$ cat src/rtl/demux_pkg.sv
// Shared widths and channel state encoding for the 1-to-4 buffered demux.
package demux_pkg;

    localparam int unsigned DATA_W = 13;
    localparam int unsigned NCH    = 4;
    localparam int unsigned SEL_W  = 2;
    localparam int unsigned CNT_W  = 8;

    typedef enum logic {
        EMPTY = 1'b0,
        FULL  = 1'b1
    } chan_state_t;

endpackage

$ cat src/rtl/demux_chan.sv
// One output channel: single-entry holding register, EMPTY/FULL state and a
// saturating count of completed output handshakes.
module demux_chan
    import demux_pkg::*;
(
    input  logic              clk,
    input  logic              rst,
    input  logic              i_load,
    input  logic [DATA_W-1:0] i_data,
    input  logic              i_ready,
    input  logic              i_clr,
    output logic              o_valid,
    output logic [DATA_W-1:0] o_data,
    output logic [CNT_W-1:0]  o_cnt
);

    chan_state_t       r_state;
    logic [DATA_W-1:0] r_data;
    logic [CNT_W-1:0]  r_cnt;
    logic              w_drain;

    assign w_drain = (r_state == FULL) && i_ready;

    // A load in the same cycle as a drain keeps the channel FULL with the new word.
    always_ff @(posedge clk) begin
        if (rst) begin
            r_state <= EMPTY;
            r_data  <= '0;
        end else if (i_load) begin
            r_state <= FULL;
            r_data  <= i_data;
        end else if (w_drain) begin
            r_state <= EMPTY;
        end
    end

    // Clear has priority over an increment in the same cycle.
    always_ff @(posedge clk) begin
        if (rst || i_clr) begin
            r_cnt <= '0;
        end else if (w_drain && (r_cnt != {CNT_W{1'b1}})) begin
            r_cnt <= r_cnt + CNT_W'(1);
        end
    end

    assign o_valid = (r_state == FULL);
    assign o_data  = r_data;
    assign o_cnt   = r_cnt;

endmodule

$ cat src/rtl/demux_1_to_4_buf.sv
// 1-to-4 demultiplexer with a one-word buffer per output channel; the top only
// decodes the select and the input ready, the channels hold all state.
module demux_1_to_4_buf
    import demux_pkg::*;
(
    input  logic              clk,
    input  logic              rst,
    input  logic              in_valid,
    output logic              in_ready,
    input  logic [DATA_W-1:0] in_data,
    input  logic [SEL_W-1:0]  in_sel,
    output logic [NCH-1:0]    out_valid,
    input  logic [NCH-1:0]    out_ready,
    output logic [DATA_W-1:0] out_data0,
    output logic [DATA_W-1:0] out_data1,
    output logic [DATA_W-1:0] out_data2,
    output logic [DATA_W-1:0] out_data3,
    input  logic              cnt_clr,
    output logic [CNT_W-1:0]  cnt0,
    output logic [CNT_W-1:0]  cnt1,
    output logic [CNT_W-1:0]  cnt2,
    output logic [CNT_W-1:0]  cnt3,
    output logic              busy
);

    logic [NCH-1:0]    w_load;
    logic [DATA_W-1:0] w_data [NCH];
    logic [CNT_W-1:0]  w_cnt  [NCH];

    // Ready depends only on the addressed channel's state and its sink.
    assign in_ready = !out_valid[in_sel] || out_ready[in_sel];

    always_comb begin
        w_load = '0;
        if (in_valid && in_ready) begin
            w_load[in_sel] = 1'b1;
        end
    end

    for (genvar k = 0; k < NCH; k++) begin : g_chan
        demux_chan u_chan (
            .clk     (clk),
            .rst     (rst),
            .i_load  (w_load[k]),
            .i_data  (in_data),
            .i_ready (out_ready[k]),
            .i_clr   (cnt_clr),
            .o_valid (out_valid[k]),
            .o_data  (w_data[k]),
            .o_cnt   (w_cnt[k])
        );
    end

    assign out_data0 = w_data[0];
    assign out_data1 = w_data[1];
    assign out_data2 = w_data[2];
    assign out_data3 = w_data[3];
    assign cnt0      = w_cnt[0];
    assign cnt1      = w_cnt[1];
    assign cnt2      = w_cnt[2];
    assign cnt3      = w_cnt[3];
    assign busy      = |out_valid;

endmodule

$ cat config.mk
export PLATFORM = sky130hd
export DESIGN_NAME = demux_1_to_4_buf
export DESIGN_NICKNAME = d
export VERILOG_FILES = /design/src/rtl/demux_pkg.sv /design/src/rtl/demux_chan.sv /design/src/rtl/demux_1_to_4_buf.sv
export SDC_FILE = /design/constraint.sdc
export NUM_CORES = 1
export LEC_CHECK = 0
export CORE_UTILIZATION = 43
export CTS_BUF_LIST = sky130_fd_sc_hd__clkbuf_8
export CTS_CLUSTER_DIAMETER = 60
export CTS_CLUSTER_SIZE = 25
export DETAILED_ROUTE_END_ITERATION = 10
export PLACE_DENSITY_LB_ADDON = 0.1
export SYNTH_ARGS = -nofsm -noshare
export SYNTH_HDL_FRONTEND = slang
export SYNTH_SLANG_ARGS = --single-unit
$ cat constraint.sdc
create_clock -name clk -period 1.46 [get_ports clk]
set_input_delay 0.438 -clock clk [delete_from_list [all_inputs] [get_ports clk]]
set_output_delay 0.438 -clock clk [all_outputs]
set_load 0.05 [all_outputs]
==> results of run 1 <==
==> cell type report <==
| type | instances | share of cell area |
|---|---|---|
| well taps | 102 | 0.0193 |
| clock inverters | 5 | 0.00606 |
| flip-flops and latches | 88 | 0.277 |
| repair buffers | 178 | 0.388 |
| diodes | 2 | 0.000758 |
| multi-input cells | 291 | 0.283 |
| inverters | 4 | 0.00227 |
| clock buffers | 11 | 0.0229 |
==> power groups by stage <==
stage | combinational [mW] | clock, mW | sequential, mW
floorplan | 0.196 | 0 | 2.69
global placement | 0.756 | 0 | 2.55
detailed placement | 0.769 | 0 | 2.55
CTS | 0.790 | 1.64 | 2.50
global route | 0.833 | 1.75 | 2.50
finish | 0.796 | 1.61 | 2.49
==> final timing paths <==
check	from	to	slack (ns)	cells after the start
hold reg to reg	g_chan[1].u_chan.o_data[9]	g_chan[1].u_chan.o_data[9]	0.49	2
hold / removal	rst	g_chan[0].u_chan.o_cnt[5]	0.43	3
setup / recovery	out_ready[2]	in_ready	-0.46	4
setup reg to reg	g_chan[2].u_chan.o_cnt[0]	g_chan[2].u_chan.o_cnt[5]	-0.19	5
==> sequential cells by signal (all words and copies together), names as in the netlist <==
signal	count
g_chan.u_chan.o_cnt	32
g_chan.u_chan.o_valid	4
g_chan.u_chan.o_data	52
==> stage by stage <==
step	instance area, µm²	utilization	setup TNS (ns)	power (mW)
2_1_floorplan	3680	-	-0.605	2.89
4_1_cts	6460	0.824	-1.30	4.93
5_1_grt	6600	0.841	-1.86	5.08
3_5_place_dp	6160	0.785	-36.98	3.32
6_report	6600	0.841	-1.30	4.90
3_3_place_gp	6160	0.785	-33.72	3.30
==> repair_timing <==
action,4_1_cts,5_1_grt
gates cloned,1,0
pin swaps,3,8
setup endpoints to repair,70,35
buffers inserted,1,8
gates resized for setup,37,29
==> per-layer routing <==
layer	global-route usage	routed length [µm]	up-vias
met5	0	0	-
met3	0.0780	846	14
met2	0.455	5900	127
li1	-	-	1734
met1	0.281	4250	1717
met4	0.106	204	0
==> critical path: stages <==
cell             delay (ns)
clkdlybuf4s15_2        0.20
nand2b_1               0.15
mux4_2                 0.51
buf_8                  0.18
==> logic make-up after synthesis <==
group | after synthesis
simple gates | 179
buf+inv | 23
fa+ha+maj | 4
compound gates | 68
flops | 88
mux | 32
xor+xnor | 8
==> cells in the final DEF (no fill, tap or decap), drive strengths merged, types with 2 or more instances in the layout <==
cell / count
buf: 158
inv: 5
ha: 4
o21ai: 8
a211oi: 5
clkdlybuf4s50: 14
nor3: 8
dlygate4sd2: 2
mux2i: 31
nor2: 49
clkdlybuf4s15: 3
xnor2: 4
or3: 4
nand2b: 5
a31oi: 5
xor2: 4
dfxtp: 88
or4: 4
nand2: 73
nor2b: 4
diode: 2
clkbuf: 12
a21oi: 38
and3: 7
a21o: 2
nand3: 14
and4: 6
o31ai: 3
clkinvlp: 3
==> qor.yml, run 1 <==
outcome:
  outcome: "complete, but fails checks"
  violations: "setup timing"
worst_setup_path:
  worstSetupStartpointType: "input port"
  crit_path_end_kind: "primary output"
  critical_path_required_ns: 1.02
  timing_worst_setup_path_type: "in -> out"
  crit_path_max_fanout: 2
  critical_path_arrival_ns: 1.48
logic_synthesis:
  yosys.cell_count.top_type: "dfxtp_1"
  synth.yosys.seq_area_share: 0.495
  dominantRegCellSynth: "dfxtp_1"
  syn_nets: 429
  ys_seq_elements: 88
  largest_family_of_logic_cells_by_synthesized_area: "simple AND/OR/NAND/NOR gates"
  postSynth.asyncResetShare: 0
  synth_simple_gate_area_share: 0.232
  synth.largest_area_cell: "dfxtp_1"
  muxShareOfSynthArea: 0.0936
  yosys.area_share.xor_xnor: 0.0197
  syn_area_per_cell_um2: 8.85
  netlist_top_cells_area: "dfxtp_1, mux2i_1, nand2_1, a21oi_1, nor2_1"
  gate_count_post_synth: 402
  synth.distinct_cells: 45
  yosysTopAreaCellShare: 0.495
  post_synth_most_frequent_cells: "dfxtp_1, nand2_1, nor2_1, a21oi_1, mux2i_1"
  synth_compound_gate_area_share: 0.113
  synth_edf_count: 0
  post_synth_instance_area_um2: 3560
  yosys_warnings: 0
  adder_and_majority_cell_fraction_of_the_synthesized_area: 0.0141
final_layout:
  syn2layout_area_growth_pct: 85.6
  finish.net_count: 599
  area_taken_by_flip_flops_and_latches_um2: 1830
  drive_above_1_share: 0.426
  multi_input_area_um2: 1870
  fillCellCount: 406
  final-instance-count-excl-fill: 681
clocking:
  root_buffer: "clkbuf_8"
  cts.htree.levels: 3
  cts_max_path_buffers: 2
  tritoncts_clock_tree: "done"
  numCtsBuffers: 9
  clk_pin_slew_ns: 0.08
  clkLatencyLatePin_ns: 0.35
  sink_count: 88
  holdBufCountCts: 0
pwr:
  share_of_power_burned_in_the_clock_network: 0.328
  static-leakage-power_nw: 2.56
  p_switching_mw: 1.36
  p_seq_frac: 0.509
  vdd.ir_drop.worst_uv: 628
  power.internal_mw: 3.53
  netSwitchingFraction: 0.278
  comb_power_share: 0.163
  cellPowerDensity_nw_per_um2: 742
sta:
  slew_headroom: 0.635
  worst_hold_slack_ns: 0.428
  timing_worst_slew_pin_value_ns: 0.548
  report.final.setup_viol: 7
  hold_viol: 0
  minimum_clock_period_after_layout_ns: 1.92
  layout_worst_path_cycle_share: 1.31
  grt_setup_unrepaired: "yes"
  maxClockFrequency_ghz: 0.522
  clock-skew-final_ns: 0.00683
  finalWorstSetupSlack_ns: -0.457
  timing_max_transition_violations_final: 0
routing:
  detail_route.first_pass.iterations: 5
  wl_per_cell_um: 16.4
  vias: 3592
  drc: 0
  routed_wirelength_um: 11200
  detail_route.iter0.violations: 120
  post_drt_via_cell_ratio: 5.27
  ant_nets: 0
global_route:
  groute.usage.overall: 0.256
  overflow_after_grt: 0
  first_global_vias: 3564
  grt_antenna_before_repair: 2
  global_route_wire_length_before_repair_um: 17300
  grt_start_max_net_pins: 57
placement:
  numPortBuffers: 112
  globalplace.congestion: 0.880
  placed_cells: 655
  preCtsSetupSlack_ns: -0.741
  detailedPlacementHpwl_um: 7890
die:
  rows: 32
  chipHeight_um: 93.0
  chipWidth_um: 93.0
  design.die.area_um2: 8640
  floorplan.core_area_um2: 7850
  floorplan.initialDensity: 0.453
  io_pins: 113
run:
  cap_viol_max_count: 0
min_path:
  timing.hold.worst.class: "in -> reg"
No activity file was read; power rests on OpenSTA's default activity.
==> inputs of run 2 (changes only) <==
Settings changed: PLACE_DENSITY set to 0.78, PLACE_DENSITY_LB_ADDON 0.1 to not set.
==> run 2 against run 1 <==
Against the previous run:
- the flow still finishes with violations (setup timing)
- fmax fell by 1.2%
- critical path depth fell by 1
- clock skew rose by 0.0031 ns
- worst setup slack got worse by 0.023 ns
- first-iteration DRC count rose by 43%
- sequential share of layout area fell by 0.24 points
- utilization rose by 0.78 points
- worst hold slack improved by 0.020 ns
- critical path type is now reg -> out
- critical endpoint unchanged
- largest cell class unchanged
- highest routed layer unchanged
==> qor.yml, run 2 (synthesis results as in run 1) <==
sta:
  timing_max_transition_violations_final: 0  # unchanged
  layout_worst_path_cycle_share: 1.33  # +0.0157
  finalWorstSetupSlack_ns: -0.480  # -0.0229 ns
  clock-skew-final_ns: 0.00990  # +0.00307 ns
  minimum_clock_period_after_layout_ns: 1.94  # +0.0229 ns
  maxClockFrequency_ghz: 0.516  # -1.2%
  hold_viol: 0  # unchanged
  timing_worst_slew_pin_value_ns: 0.552  # +0.00398 ns
  slew_headroom: 0.632  # -0.00265
  worst_hold_slack_ns: 0.447  # +0.0195 ns
  report.final.setup_viol: 10  # +3
  grt_setup_unrepaired: "yes"
pwr:
  total_power_mw: 5.07  # +3.6%
  vdd.ir_drop.worst_uv: 634  # +1.1%
  cellPowerDensity_nw_per_um2: 761  # +2.6%
  static-leakage-power_nw: 2.56  # -0.12%
worst_setup_path:
  worst_path_largest_cell_delay_ns: 0.50  # about the same
  crit_slowest_cell: "mux4_2"
  crit_path_max_fanout: 3  # +1
  timing_worst_setup_path_type: "reg -> out"
  critical_path_required_ns: 1.02  # about the same
  crit_path_end_kind: "primary output"
  critical_path_arrival_ns: 1.50  # +0.02 ns
  worstSetupStartpointType: "flip-flop"
  path_cells: "nand2b_4, mux4_2, buf_8"
routing:
  ant_nets: 0  # unchanged
  wl_per_cell_um: 18.6  # +13%
  detail_route.iter0.violations: 172  # +43%
  post_drt_via_cell_ratio: 5.49  # +4.1%
  detail_route.first_pass.iterations: 4  # -1
  drc: 0  # unchanged
  vias: 3689  # +2.7%
  routed_wirelength_um: 12500  # +12%
final_layout:
  layout_common_cells: "buf_12, nand2_1, dfxtp_1, nor2_1, buf_4"
  largest_register_ff_count: 52  # unchanged
  final-instance-count-excl-fill: 672  # -1.3%
  drive_above_1_share: 0.430  # +0.00348
  finish.net_count: 592  # -1.2%
  mostFrequentLayoutCell: "buf_12"
  syn2layout_area_growth_pct: 87.3
  finalCoreUtilization: 0.849  # +0.00781
  fillCellCount: 405  # -0.25%
  insertedDiodeCount: 0  # -2
run:
  cap_viol_max_count: 0  # unchanged
clocking:
  root_buffer: "clkbuf_8"
  tritoncts_clock_tree: "done"
  clkLatencyLatePin_ns: 0.37  # +0.02 ns
  clk_pin_slew_ns: 0.10  # +0.02 ns
  numCtsBuffers: 9  # unchanged
  cts.htree.levels: 3  # unchanged
  cts_max_path_buffers: 2  # unchanged
  sink_count: 88  # unchanged
global_route:
  first_global_vias: 3784  # +6.2%
  groute.usage.overall: 0.274  # +0.0175
  grt_start_max_net_pins: 57  # unchanged
  global_route_wire_length_before_repair_um: 18400  # +6.2%
  overflow_after_grt: 0  # unchanged
  grt_antenna_before_repair: 0  # -2
die:
  floorplan.core_area_um2: 7850  # unchanged
  floorplan.initialDensity: 0.453  # unchanged
  design.die.area_um2: 8640  # unchanged
  chipWidth_um: 93.0  # unchanged
  chipHeight_um: 93.0  # unchanged
  io_pins: 113  # unchanged
  rows: 32  # unchanged
placement:
  numPortBuffers: 112  # unchanged
  globalplace.congestion: 0.834  # -5.3%
  detailedPlacementHpwl_um: 8180  # +3.7%
  placed_cells: 651  # -0.61%
min_path:
  timing.hold.worst.class: "in -> reg"
outcome:
  violations: "setup timing"
  outcome: "complete, but fails checks"
==> run 2: report_power, final <==
part           internal, mW  switching (mW)
clock                 0.845           0.930
combinational         0.379           0.422
sequential             2.43          0.0622
total                  3.66            1.41
==> run 2: layer usage <==
metal,global-route usage,wire length (µm),vias up
li1,-,-,1727
met4,0.109,349,0
met5,0,0,-
met3,0.0993,856,30
met1,0.283,4670,1793
met2,0.498,6610,139
==> run 2: final cells by class <==
class,instances,area [µm²],area share
sequential,88,1830,0.275
tap,102,128,0.0192
clock inverter,6,66.3,0.00995
multi-input combinational,291,1930,0.290
inverter,4,15.0,0.00225
clock buffer,10,138,0.0207
timing repair buffer,171,2550,0.383
==> run 2: stage by stage <==
step	TNS [ns]	setup WS, ns	instance area (µm²)
after floorplan	-0.605	-0.170	3680
after global placement	-33.19	-0.722	6140
after detailed placement	-36.97	-0.786	6140
after CTS	-1.10	-0.483	6440
after global routing	-1.79	-0.501	6660
final	-1.32	-0.480	6660
==> run 2: final timing paths <==
path | from | to | cells past startpoint | slack, ns
max | g_chan[0].u_chan.o_valid | in_ready | 3 | -0.48
min | rst | g_chan[0].u_chan.o_cnt[5] | 3 | 0.45
min reg2reg | g_chan[1].u_chan.o_data[2] | g_chan[1].u_chan.o_data[2] | 2 | 0.50
max reg2reg | g_chan[2].u_chan.o_cnt[0] | g_chan[2].u_chan.o_cnt[5] | 5 | -0.14
==> run 2: worst max-delay path: cells and delay by family, from the launching register on <==
family                 cells  cell delay, ns
and+or+nand+nor            1            0.06
buffers and inverters      1            0.18
muxes                      1            0.50
DFF                        1            0.39
==> run 2: what timing repair did <==
item / CTS / global route
resized for setup: 40 / 40
setup endpoints to repair: 83 / 36
pin swaps: 3 / 14
setup buffers: 0 / 5
hold buffers: 0 / 0
==> inputs of run 3 (changes only) <==
Settings changed: HOLD_SLACK_MARGIN set to 0.05, SKIP_CTS_REPAIR_TIMING set to 1.
==> run 3 against run 2 <==
Against the previous run:
- final area grew 0.23%
- utilization grew 0.19 points
- critical path type is now in -> out
- flip-flop and latch count is the same
- sequential share of layout area shrank 0.081 points
- clock skew shrank 0.0031 ns
- worst hold slack lost 0.019 ns
- the flow still finishes with violations (setup timing)
- clock power is essentially flat
==> qor.yml, run 3 (synthesis results as in run 1) <==
outcome:
  outcome: "complete, but fails checks"
  violations: "setup timing"
clocking:
  tritoncts_clock_tree: "done"
  numCtsBuffers: 9  # unchanged
  cts.htree.levels: 3  # unchanged
  cts_max_path_buffers: 2  # unchanged
  clkLatencyLatePin_ns: 0.36  # about the same
  root_buffer: "clkbuf_8"
  clk_pin_slew_ns: 0.09  # about the same
  sink_count: 88  # unchanged
sta:
  finalWorstSetupSlack_ns: -0.465  # +0.0146 ns
  slew_headroom: 0.631  # -0.000951
  layout_worst_path_cycle_share: 1.32  # -0.0100
  grt_setup_unrepaired: "yes"
  report.final.setup_viol: 8  # -2
  minimum_clock_period_after_layout_ns: 1.93  # -0.0146 ns
  clock-skew-final_ns: 0.00683  # -0.00307 ns
  maxClockFrequency_ghz: 0.519  # +0.76%
  timing_max_transition_violations_final: 0  # unchanged
  worst_hold_slack_ns: 0.429  # -0.0187 ns
  timing_worst_slew_pin_value_ns: 0.553  # +0.00143 ns
  hold_viol: 0  # unchanged
routing:
  wl_per_cell_um: 17.9  # -3.8%
  detail_route.iter0.violations: 150  # -13%
  m1WireLength_um: 4440  # -4.9%
  ant_nets: 0  # unchanged
  met2RoutedLength_um: 6320  # -4.4%
  dr_wl_met3_um: 986  # +15%
  routed_wirelength_um: 12000  # -3.6%
  detail_route.first_pass.iterations: 5  # +1
  post_drt_via_cell_ratio: 5.45  # -0.72%
  drc: 0  # unchanged
  vias: 3668  # -0.57%
  maxUsedRoutingLayer: "met4"
pwr:
  p_seq_frac: 0.493  # about the same
  share_of_power_burned_in_the_clock_network: 0.347  # -0.003
  static-leakage-power_nw: 2.62  # +2.3%
  power.internal_mw: 3.67  # +0.23%
  total_power_mw: 5.07  # -0.13%
  cellPowerDensity_nw_per_um2: 759  # -0.35%
  p_switching_mw: 1.40  # -1.1%
  vdd.ir_drop.worst_uv: 637  # +0.51%
  netSwitchingFraction: 0.276  # -0.00260
  comb_power_share: 0.160  # +0.002
final_layout:
  final-instance-count-excl-fill: 673  # +0.15%
  drive_above_1_share: 0.427  # -0.00250
  syn2layout_area_growth_pct: 87.8
  layout_common_cells: "buf_12, nand2_1, dfxtp_1, nor2_1, buf_4"
  fillCellCount: 407  # +0.49%
  largest_register_ff_count: 52  # unchanged
  final_design_area_no_fill_um2: 6680  # +0.23%
  mostFrequentLayoutCell: "buf_12"
  finish.net_count: 593  # +0.17%
  insertedDiodeCount: 0  # unchanged
die:
  rows: 32  # unchanged
  floorplan.initialDensity: 0.453  # unchanged
  design.die.area_um2: 8640  # unchanged
  floorplan.core_area_um2: 7850  # unchanged
  chipHeight_um: 93.0  # unchanged
  chipWidth_um: 93.0  # unchanged
  io_pins: 113  # unchanged
placement:
  numPortBuffers: 112  # unchanged
  globalplace.congestion: 0.834  # unchanged
  placed_cells: 651  # unchanged
  dp_area_um2: 6140  # unchanged
  detailedPlacementHpwl_um: 8180  # unchanged
  preCtsSetupSlack_ns: -0.786  # unchanged
worst_setup_path:
  reg2reg_from: "g_chan[2].u_chan.o_cnt[0]"
  critical_path_arrival_ns: 1.49  # about the same
  crit_path_max_fanout: 4  # +1
  timing_worst_setup_path_type: "in -> out"
  worst_r2r_path_depth: 5  # unchanged
  critical_path_required_ns: 1.02  # about the same
  crit_path_end_kind: "primary output"
  timing.reg2reg.setup_slack_ns: -0.11  # +0.03 ns
  regToRegEndpoint: "g_chan[2].u_chan.o_cnt[5]"
  worstSetupStartpointType: "input port"
global_route:
  global_route_wire_length_before_repair_um: 17800  # -3.0%
  groute.usage.overall: 0.266  # -0.00775
  overflow_after_grt: 0  # unchanged
  grt_antenna_before_repair: 0  # unchanged
  grt_start_max_net_pins: 57  # unchanged
  first_global_vias: 3710  # -2.0%
min_path:
  timing.hold.worst.class: "in -> reg"
  worst_hold_path.endpoint: "g_chan[0].u_chan.o_cnt[5]"
  worstHoldPathCells: 3  # unchanged
  hold_path_startpoint: "rst"
run:
  cap_viol_max_count: 0  # unchanged
run 3: power groups by stage:
stage / sequential [mW] / combinational [mW] / clock, mW
floorplan: 2.69 / 0.196 / 0
global placement: 2.55 / 0.760 / 0
detailed placement: 2.55 / 0.773 / 0
CTS: 2.50 / 0.777 / 1.78
global route: 2.50 / 0.846 / 1.90
finish: 2.50 / 0.811 / 1.76
run 3: layout make-up:
type | instances | area [µm²] | area share
Timing Repair Buffer | 172 | 2580 | 0.386
Multi-Input combinational cell | 291 | 1920 | 0.288
Sequential cell | 88 | 1830 | 0.274
Clock buffer | 10 | 138 | 0.0206
Tap cell | 102 | 128 | 0.0191
Clock inverter | 6 | 66.3 | 0.00993
Inverter | 4 | 15.0 | 0.00225
run 3: per-layer routing:
| metal | GRT usage | vias up |
|---|---|---|
| li1 | - | 1714 |
| met1 | 0.278 | 1771 |
| met2 | 0.479 | 157 |
| met3 | 0.0977 | 26 |
| met4 | 0.106 | 0 |
| met5 | 0 | - |
run 3: how the worst max path moves through the flow:
| stage | slack, ns | cells after the start | endpoint | start |
|---|---|---|---|---|
| global route | -0.49 | 3 | in_ready | g_chan[3].u_chan.o_valid |
| global placement | -0.72 | 4 | in_ready | out_ready[3] |
| CTS | -0.80 | 4 | in_ready | out_ready[3] |
| detailed placement | -0.79 | 4 | in_ready | out_ready[3] |
| floorplan | -0.17 | 2 | in_ready | out_ready[3] |
| finish | -0.47 | 4 | in_ready | out_ready[3] |
run 3: metrics by stage:
| step | TNS (ns) | utilization |
|---|---|---|
| 4_1_cts | -6.45 | 0.809 |
| 2_1_floorplan | -0.605 | - |
| 6_report | -1.29 | 0.851 |
| 3_3_place_gp | -33.19 | 0.783 |
| 3_5_place_dp | -36.97 | 0.783 |
| 5_1_grt | -1.76 | 0.851 |
run 3: worst max-delay path, stage by stage:
cell	delay, ns
dlymetal6s2s_1	0.18
nand2b_4	0.17
mux4_2	0.52
buf_8	0.18
